$ cat src/rtl/ssd_scan.sv
// Multiplexed seven-segment scanner: shadow-registered digits with BCD decode,
// leading-zero blanking, per-digit decimal points and frame-based blinking.
module ssd_scan #(
  parameter int NDIG         = 4,
  parameter int SCAN_DIV     = 100000,
  parameter int BLINK_FRAMES = 128
) (
  input  logic              clk,
  input  logic              rst,
  input  logic              load,
  input  logic [4*NDIG-1:0] digits,
  input  logic [NDIG-1:0]   dp,
  input  logic [NDIG-1:0]   blink,
  input  logic              blank_lz,
  output logic [7:0]        ssd,
  output logic [NDIG-1:0]   ssd_ctl
);

  localparam int CW = $clog2(SCAN_DIV);
  localparam int IW = (NDIG > 1) ? $clog2(NDIG) : 1;
  localparam int FW = (BLINK_FRAMES > 1) ? $clog2(BLINK_FRAMES) : 1;
  localparam logic [CW-1:0] CNT_LAST   = CW'(SCAN_DIV - 1);
  localparam logic [IW-1:0] IDX_LAST   = IW'(NDIG - 1);
  localparam logic [FW-1:0] FRAME_LAST = FW'(BLINK_FRAMES - 1);

  logic [CW-1:0]     cnt_q, cnt_d;
  logic [IW-1:0]     idx_q, idx_d;
  logic [FW-1:0]     frame_q, frame_d;
  logic              phase_q, phase_d;
  logic [4*NDIG-1:0] digits_q, digits_d;
  logic [NDIG-1:0]   dp_q, dp_d;
  logic [NDIG-1:0]   blink_q, blink_d;
  logic              blank_lz_q, blank_lz_d;
  logic [7:0]        ssd_q, ssd_d;
  logic [NDIG-1:0]   ctl_q, ctl_d;

  logic [3:0]        dig_arr [NDIG];
  logic [NDIG-1:0]   lz_blank;
  logic              cnt_end, idx_end, frame_end;

  function automatic logic [7:0] glyph(input logic [3:0] v);
    case (v)
      4'd0:    glyph = 8'b00000011;
      4'd1:    glyph = 8'b10011111;
      4'd2:    glyph = 8'b00100101;
      4'd3:    glyph = 8'b00001101;
      4'd4:    glyph = 8'b10011001;
      4'd5:    glyph = 8'b01001001;
      4'd6:    glyph = 8'b01000001;
      4'd7:    glyph = 8'b00011111;
      4'd8:    glyph = 8'b00000001;
      4'd9:    glyph = 8'b00001001;
      default: glyph = 8'b01110001;
    endcase
  endfunction

  // A digit is lz-blanked when it and every more-significant digit are zero.
  genvar gi;
  generate
    for (gi = 0; gi < NDIG; gi++) begin : g_dig
      assign dig_arr[gi] = digits_q[4*gi +: 4];
      assign ctl_d[gi]   = (idx_q != IW'(gi));
      if (gi == 0) begin : g_lsd
        assign lz_blank[gi] = 1'b0;
      end else begin : g_upper
        assign lz_blank[gi] = blank_lz_q && (digits_q[4*NDIG-1:4*gi] == '0);
      end
    end
  endgenerate

  assign cnt_end   = (cnt_q == CNT_LAST);
  assign idx_end   = (idx_q == IDX_LAST);
  assign frame_end = (frame_q == FRAME_LAST);

  always_comb begin
    cnt_d      = cnt_end ? '0 : cnt_q + CW'(1);
    idx_d      = idx_q;
    frame_d    = frame_q;
    phase_d    = phase_q;
    if (cnt_end) begin
      idx_d = idx_end ? '0 : idx_q + IW'(1);
      if (idx_end) begin
        frame_d = frame_end ? '0 : frame_q + FW'(1);
        if (frame_end) phase_d = ~phase_q;
      end
    end
    digits_d   = load ? digits   : digits_q;
    dp_d       = load ? dp       : dp_q;
    blink_d    = load ? blink    : blink_q;
    blank_lz_d = load ? blank_lz : blank_lz_q;
  end

  // Blink-off wins outright; otherwise lz-blank replaces segments and dp goes on last.
  always_comb begin
    ssd_d = glyph(dig_arr[idx_q]);
    if (lz_blank[idx_q]) ssd_d[7:1] = 7'h7F;
    ssd_d[0] = ~dp_q[idx_q];
    if (phase_q && blink_q[idx_q]) ssd_d = 8'hFF;
  end

  always_ff @(posedge clk) begin
    if (rst) begin
      cnt_q      <= '0;
      idx_q      <= '0;
      frame_q    <= '0;
      phase_q    <= 1'b0;
      digits_q   <= '0;
      dp_q       <= '0;
      blink_q    <= '0;
      blank_lz_q <= 1'b0;
      ssd_q      <= 8'hFF;
      ctl_q      <= '1;
    end else begin
      cnt_q      <= cnt_d;
      idx_q      <= idx_d;
      frame_q    <= frame_d;
      phase_q    <= phase_d;
      digits_q   <= digits_d;
      dp_q       <= dp_d;
      blink_q    <= blink_d;
      blank_lz_q <= blank_lz_d;
      ssd_q      <= ssd_d;
      ctl_q      <= ctl_d;
    end
  end

  assign ssd     = ssd_q;
  assign ssd_ctl = ctl_q;

endmodule

$ cat config.mk
export PLATFORM = sky130hd
export DESIGN_NAME = ssd_scan
export DESIGN_NICKNAME = d
export VERILOG_FILES = /design/src/rtl/ssd_scan.sv
export SDC_FILE = /design/constraint.sdc
export NUM_CORES = 1
export LEC_CHECK = 0
export CORE_ASPECT_RATIO = 1.1
export CORE_UTILIZATION = 60
export CTS_BUF_LIST = sky130_fd_sc_hd__clkbuf_4
export DETAILED_ROUTE_END_ITERATION = 16
export GPL_TIMING_DRIVEN = 0
export PLACE_DENSITY = 0.94
export REMOVE_ABC_BUFFERS = 1
export SYNTH_ARGS = -nofsm -noshare
export SYNTH_HDL_FRONTEND = slang
export SYNTH_SLANG_ARGS = --single-unit
export TNS_END_PERCENT = 30
$ cat constraint.sdc
create_clock -name clk -period 3 [get_ports clk]
set_input_delay 0.75 -clock clk [delete_from_list [all_inputs] [get_ports clk]]
set_output_delay 0.75 -clock clk [all_outputs]
set_load 0.01 [all_outputs]
==> reports/metrics.csv, run 1 <==
stage,metric,value,unit
run_status,outcome,finished clean,
setup_path,CP endpoint kind,flop,
global_routing,total grt overflow,0,
setup_path,Worst Path Max Fanout,37,
synth,Yosys top cell area share,45.37,%
synth,#FFs+latches synth,64,
power,switching share of power,22.84,%
placement,GP Congestion,0.8092,
cells_and_area,area delta synth->final,18.83,%
synth,Ys Warns,0,
die,I/O pin cnt,40,
synth,Main synth FF type,dfxtp_1,
detailed_routing,drt initial violations,141,
setup_path,crit-path cells,clkdlybuf4s50_1 -> inv_1 -> nand2_1 -> nor2_1,
global_routing,first-pass GRT wire length,9.073,mm
detailed_routing,routed length per instance,14.68,um
cells_and_area,Final #Nets,365,
die,CORE AREA,0.004410,mm^2
power,Internal,1322,uW
global_routing,grt met1 use,29.69,%
power,Psw,391.3,uW
setup_path,CP startpoint,rst,
worst_hold_path,hold crit path type,reg2reg,
cts,Longest Clk Path Bufs,2,
cts,hold_buf cts,0,
sta,Relative slew margins,16.02,%
setup_path,Top Family by Delay on Critical Path,buffers and inverters,
cts,H-tree Lvls,3,
synth,"area leader, netlist",dfxtp_1,
synth,ys async rst share,0,%
global_routing,M3 GR Usage,7.055,%
sta,period utilisation layout,90.95,%
synth,Yosys cell types,35,
die,row cnt,25,
global_routing,initial antenna violation count,0,
cts,CTS tree,done,
power,leakage power,0.001301,uW
cts,CTS Sinks,64,
detailed_routing,drt drc,0,
synth,"EDFF count, synth",0,
cells_and_area,share of cells above drive strength 1,8.182,%
sta,TNS Setup,0,ps
synth,Netlist Area Pre-Place,0.002824,mm^2
sta,Final Hold Vio Count,0,
synth,top-count cell post-synth,dfxtp_1,
detailed_routing,routed wire length,5.637,mm
sta,endpoints failing setup,0,
sta,fin crit period,2728,ps
job,Max-Cap Viols,0,
synth,synth top area cells,"dfxtp_1 45%, mux2i_1 11%, ha_1 5.3%, nor2_1 5.3%, mux4_2 4.8%",
global_routing,global routing usage on met2,40.78,%
sta,FMAX,366.5,MHz
cells_and_area,final core occ,76.09,%
die,die height,73.95,um
sta,Max Slew Vio Count,0,
cts,Skew-Pair Late Insertion Delay,410,ps
die,full die area,0.004985,mm^2
synth,syn_area_per_cell,9.771,um^2
sta,Clock Skew,9.783,ps
placement,DPL Wire Length,3.891,mm
power,Peak VDD IR,0.2812,mV
power,logic gate share of total power,9.3,%
setup_path,"Arr. time, crit path",3020,ps
power,power density over cell area,510.5,mW/mm^2
setup_path,slowest CP cell,clkdlybuf4s50_1,
cells_and_area,FILL cells,301,
synth,ranking of synthesized cells by instance count,"64 x dfxtp_1, 40 x nor2_1, 30 x mux2i_1, 16 x a21oi_1",
cells_and_area,"Design Area, Final",0.003356,mm^2
cts,cts repair resizes,0,
setup_path,Crit Path Class,in2reg,
cts,CTS Root Cell,clkbuf_4,
detailed_routing,Vias/cell,5.750,
power,part of the power in registers,52.7,%
placement,port buffer count,39,
sta,RSZ-0062 raised after global routing,no,
cells_and_area,Antenna Diode Count,0,
global_routing,vias in the first global route,2055,
setup_path,Critical Path RT,3290,ps
die,starting density of the core,64.03,%
power,Clock Power Share,38.0,%
cts,Post-CTS Setup Repair Bufs,0,
die,Die W,67.41,um
global_routing,largest net degree at the start of global routing,38,
setup_path,CP bufs+invs,2,
cts,TritonCTS Buffers,9,
setup_path,CP peak stage delay,1300,ps
global_routing,GRT Total Usage,25.36,%
sta,worst slew pin tran,1256,ps
setup_path,worst r2r src,cnt_q[0],
setup_path,Critical Path Start Type,input pin,
placement,dpl cell area,0.003207,mm^2
detailed_routing,First-pass DRT Iterations,4,
detailed_routing,post-route antenna net violation count,0,
global_routing,Top Usage Layer GRT,met2,
worst_hold_path,hold_sp,cnt_q[0],
cts,clk slew on worst S/H paths,100,ps
detailed_routing,routed via count,2208,
synth,"Seq/Total Area, Yosys",45.37,%
synth,cell count after synthesis,289,
-- metrics by stage --
| step | hold slack [ps] | std cells | power (uW) | setup slack (ps) |
|---|---|---|---|---|
| after floorplan | 426.1 | 275 | 992.1 | 953.0 |
| after global placement | 443.0 | 368 | 1074 | -172.6 |
| after detailed placement | 467.8 | 368 | 1084 | -190.6 |
| after CTS | 486.4 | 384 | 1722 | 253.5 |
| after global routing | 506.5 | 384 | 1775 | 76.20 |
| final | 483.2 | 384 | 1713 | 271.6 |
-- power groups by stage --
stage                     combinational (uW)  clock, uW  sequential [uW]
after floorplan                         70.9          0              921
after global placement                   155          0              920
after detailed placement                 162          0              922
after CTS                                163        657              902
after global routing                     176        692              907
final                                    160        651              902
-- flip-flops by register name, indices dropped and copies added (netlist names) --
name	cells
cnt_q	17
digits_q	16
ssd	8
frame_q	7
blink_q	4
dp_q	4
ssd_ctl	4
idx_q	2
blank_lz_q	1
phase_q	1
-- final cells by class --
cell class / instances / area (um^2) / area share (%)
clock buffers: 11 / 82.58 / 2.461
clock inverters: 5 / 71.32 / 2.125
inverters: 10 / 37.54 / 1.119
multi-input cells: 201 / 1430 / 42.62
flip-flops and latches: 64 / 1281 / 38.18
well taps: 54 / 67.56 / 2.013
repair buffers: 39 / 385.4 / 11.48
-- final timing paths --
| path | slack, ps | cells after the start | end |
|---|---|---|---|
| worst max-delay path | 270 | 4 | cnt_q[5] |
| worst min-delay path | 480 | 1 | cnt_q[0] |
| worst max register to register | 600 | 5 | frame_q[5] |
| worst min register to register | 480 | 1 | cnt_q[0] |
-- cells in the final DEF (no fill, tap or decap), types with 2 or more instances in the layout --
cell type        count
nor2b_1              2
xor2_1               9
and4_1               3
nor2_1              40
clkbuf_4            11
mux4_2               6
bufinv_16            2
or3_1               10
inv_1               10
mux2_2               2
clkinv_1             3
dfxtp_1             64
and3_1               4
nor3_1               3
clkdlybuf4s50_1     38
o21ai_0             14
o21ai_1              2
o31ai_1              4
or4_1                3
mux2i_1             30
nand4_1              9
a21oi_1             16
nand2_1             14
ha_1                12
nor4_1               3
nand3_1              6
-- logic make-up after synthesis --
logic type,Yosys count,synth area share (%)
DFF,64,45.37
and+or+nand+nor,100,17.81
AOI/OAI and AO/OA,41,8.197
adders and majority gates,12,5.317
muxes,38,16.22
xor gates and xnor gates,10,3.102
buffers and inverters,24,3.988
-- metal layers --
layer  wire length [um]  part of all wire (%)
met5                  0                     0
met2               2777                    49
met4                150                   2.7
met1               2509                    45
met3                200                   3.5
Note: power is estimated with default switching activity, not from simulation.
==> inputs of run 2 (changes only) <==
- CORE_MARGIN: unset -> 2
- RECOVER_POWER: unset -> 100
==> run 2 against run 1 <==
Critical path depth stayed put. Cell area fell by 1.8%. Via count is 0.63% higher. First-iteration DRC count shrank 18%. Global-route usage shrank 2.2 points. Highest routed layer unchanged.
==> reports/metrics.csv, run 2 (synthesis gave the netlist of run 1 again) <==
stage,metric,value,unit,change
run_status,outcome,finished clean,,
setup_path,Top Family by Delay on Critical Path,buffers and inverters,,
detailed_routing,routed length per instance,14.58,um,-0.68%
cts,CTS tree,done,,
sta,RSZ-0062 raised after global routing,no,,
power,switching share of power,25.32,%,+2.5 points
die,full die area,0.005272,mm^2,+5.8%
detailed_routing,post-route antenna net violation count,0,,unchanged
placement,GP Congestion,0.8074,,-0.22%
setup_path,R2R depth,5,,unchanged
detailed_routing,drt initial violations,115,,-18%
global_routing,Top Usage Layer GRT,met2,,
setup_path,"Arr. time, crit path",3010,ps,about the same
cells_and_area,area delta synth->final,16.70,%,
sta,worst slew pin tran,1250,ps,-5.356 ps
power,Psw,380.8,uW,-2.7%
placement,DPL Wire Length,3.940,mm,+1.3%
cells_and_area,Biggest register,cnt_q,,
cts,Post-CTS Setup Repair Bufs,0,,unchanged
sta,endpoints failing setup,0,,unchanged
global_routing,vias in the first global route,2178,,+6.0%
setup_path,Worst Path Max Fanout,37,,unchanged
die,CORE AREA,0.004587,mm^2,+4.0%
global_routing,GRT Total Usage,23.16,%,-2.2 points
power,Internal,1123,uW,-15%
power,leakage power,0.001261,uW,-3.0%
placement,dpl ws,-153.1,ps,+37.54 ps
cells_and_area,Antenna Diode Count,0,,unchanged
global_routing,largest net degree at the start of global routing,38,,unchanged
global_routing,total grt overflow,0,,unchanged
detailed_routing,routed via count,2222,,+0.63%
placement,port buffer count,39,,unchanged
die,row cnt,26,,+4.0%
power,Clock Power Share,29.5,%,-8.5 points
cells_and_area,Final #Nets,365,,unchanged
cts,CTS Root Cell,clkbuf_4,,
sta,Final WS setup,269.1,ps,-2.581 ps
global_routing,initial antenna violation count,0,,unchanged
worst_hold_path,hold crit path type,reg2reg,,
power,part of the power in registers,60.0,%,+7.3 points
power,power density over cell area,456.4,mW/mm^2,-11%
setup_path,CP peak stage delay,1300,ps,about the same
global_routing,global routing usage on met2,39.71,%,-1.1 points
die,I/O pin cnt,40,,unchanged
setup_path,worst r2r src,cnt_q[0],,
die,starting density of the core,61.57,%,-2.5 points
cts,TritonCTS Buffers,9,,unchanged
setup_path,CP endpoint kind,flop,,
setup_path,Critical Path RT,3280,ps,about the same
global_routing,M3 GR Usage,5.718,%,-1.3 points
cts,CTS Sinks,64,,unchanged
setup_path,FF-to-FF End,frame_q[5],,
cts,Longest Clk Path Bufs,2,,unchanged
cells_and_area,"most common cell after layout, fill and taps aside",dfxtp_1,,
power,Overall Power,1504,uW,-12%
cells_and_area,share of cells above drive strength 1,7.903,%,-0.28 points
cts,H-tree Lvls,3,,unchanged
sta,period utilisation layout,91.03,%,about the same
die,Die W,69.41,um,+3.0%
job,Max-Cap Viols,0,,unchanged
sta,Final Hold Vio Count,0,,unchanged
sta,Clock Skew,11.88,ps,+2.097 ps
detailed_routing,drt drc,0,,unchanged
cts,clk slew on worst S/H paths,100,ps,about the same
worst_hold_path,hold_sp,cnt_q[16],,
cts,hold_buf cts,0,,unchanged
cts,Skew-Pair Late Insertion Delay,400,ps,about the same
sta,Relative slew margins,16.38,%,+0.36 points
detailed_routing,routed wire length,5.613,mm,-0.43%
sta,fin crit period,2731,ps,+2.581 ps
setup_path,Crit Path Class,in2reg,,
sta,FMAX,366.2,MHz,about the same
setup_path,slowest CP cell,clkdlybuf4s50_1,,
die,die height,75.95,um,+2.7%
power,Peak VDD IR,0.3683,mV,+31%
cells_and_area,max FFs per register,17,,unchanged
setup_path,Critical Path Start Type,input pin,,
placement,placed insts,370,,+0.54%
worst_hold_path,hold path cells,2,,+1
global_routing,grt met1 use,27.60,%,-2.1 points
setup_path,CP bufs+invs,2,,unchanged
setup_path,crit-path cells,clkdlybuf4s50_1 -> inv_1 -> nand2_1 -> nor2_1,,
setup_path,flop2flop setup slack,590,ps,about the same
sta,Max Slew Vio Count,0,,unchanged
worst_hold_path,Hold EP,cnt_q[16],,
cts,cts repair resizes,0,,unchanged
cells_and_area,post-route insts no fill,385,,+0.26%
detailed_routing,Vias/cell,5.771,,+0.37%
global_routing,first-pass GRT wire length,9.867,mm,+8.8%
power,logic gate share of total power,10.5,%,+1.2 points
cells_and_area,most frequent cells in the layout,"64 x dfxtp_1, 40 x nor2_1, 30 x mux2i_1, 26 x clkdlybuf4s50_1, 17 x a21oi_1",,
detailed_routing,First-pass DRT Iterations,4,,unchanged
## run 2: tightest hold or removal path, stage by stage, from the launching register on
cell	delay, ps
dfxtp_1	330
o31ai_1	60
a21oi_1	60
## run 2: layout make-up
type	instances	area, um^2
fill	338	1291
clock inverter	6	27.53
clock buffer	9	67.56
sequential	64	1281
timing repair buffer	39	385.4
inverter	10	37.54
tap	56	70.07
multi-input combinational	201	1426
## run 2: worst max-delay path by stage
stage,from,to,cells past startpoint
5_1_grt,rst,cnt_q[3],4
4_1_cts,rst,cnt_q[10],4
3_5_place_dp,rst,cnt_q[9],4
3_3_place_gp,rst,cnt_q[6],4
2_1_floorplan,idx_q[0],phase_q,5
6_report,rst,cnt_q[10],4
## run 2: per-layer routing
metal / share of wire, % / vias to the layer above / wire length, um
met5: 0 / - / 0
met4: 2.0 / 0 / 113
met3: 4.8 / 11 / 270
met2: 51 / 67 / 2838
met1: 43 / 1053 / 2390
li1: - / 1091 / -
## run 2: power groups by stage
stage / logic (uW) / registers, uW / clock network [uW]
3_5_place_dp: 163 / 923 / 0
5_1_grt: 173 / 908 / 492
3_3_place_gp: 155 / 920 / 0
2_1_floorplan: 70.9 / 921 / 0
6_report: 158 / 903 / 443
4_1_cts: 164 / 903 / 448
## run 2: per-stage QoR
| stage | TNS, ps | hold WS, ps | area (um^2) | util [%] |
|---|---|---|---|---|
| global route | 0 | 530.5 | 3296 | 71.85 |
| CTS | 0 | 500.2 | 3304 | 72.04 |
| detailed placement | -1883 | 483.3 | 3209 | 69.97 |
| finish | 0 | 493.7 | 3296 | 71.85 |
| global placement | -1970 | 445.8 | 3209 | 69.97 |
| floorplan | 0 | 426.1 | 2749 | - |
==> inputs of run 3 (changes only) <==
- CTS_CLUSTER_SIZE: unset -> 40
==> results of run 3 <==
Final layout, timing and power as in run 2 (identical DEF).
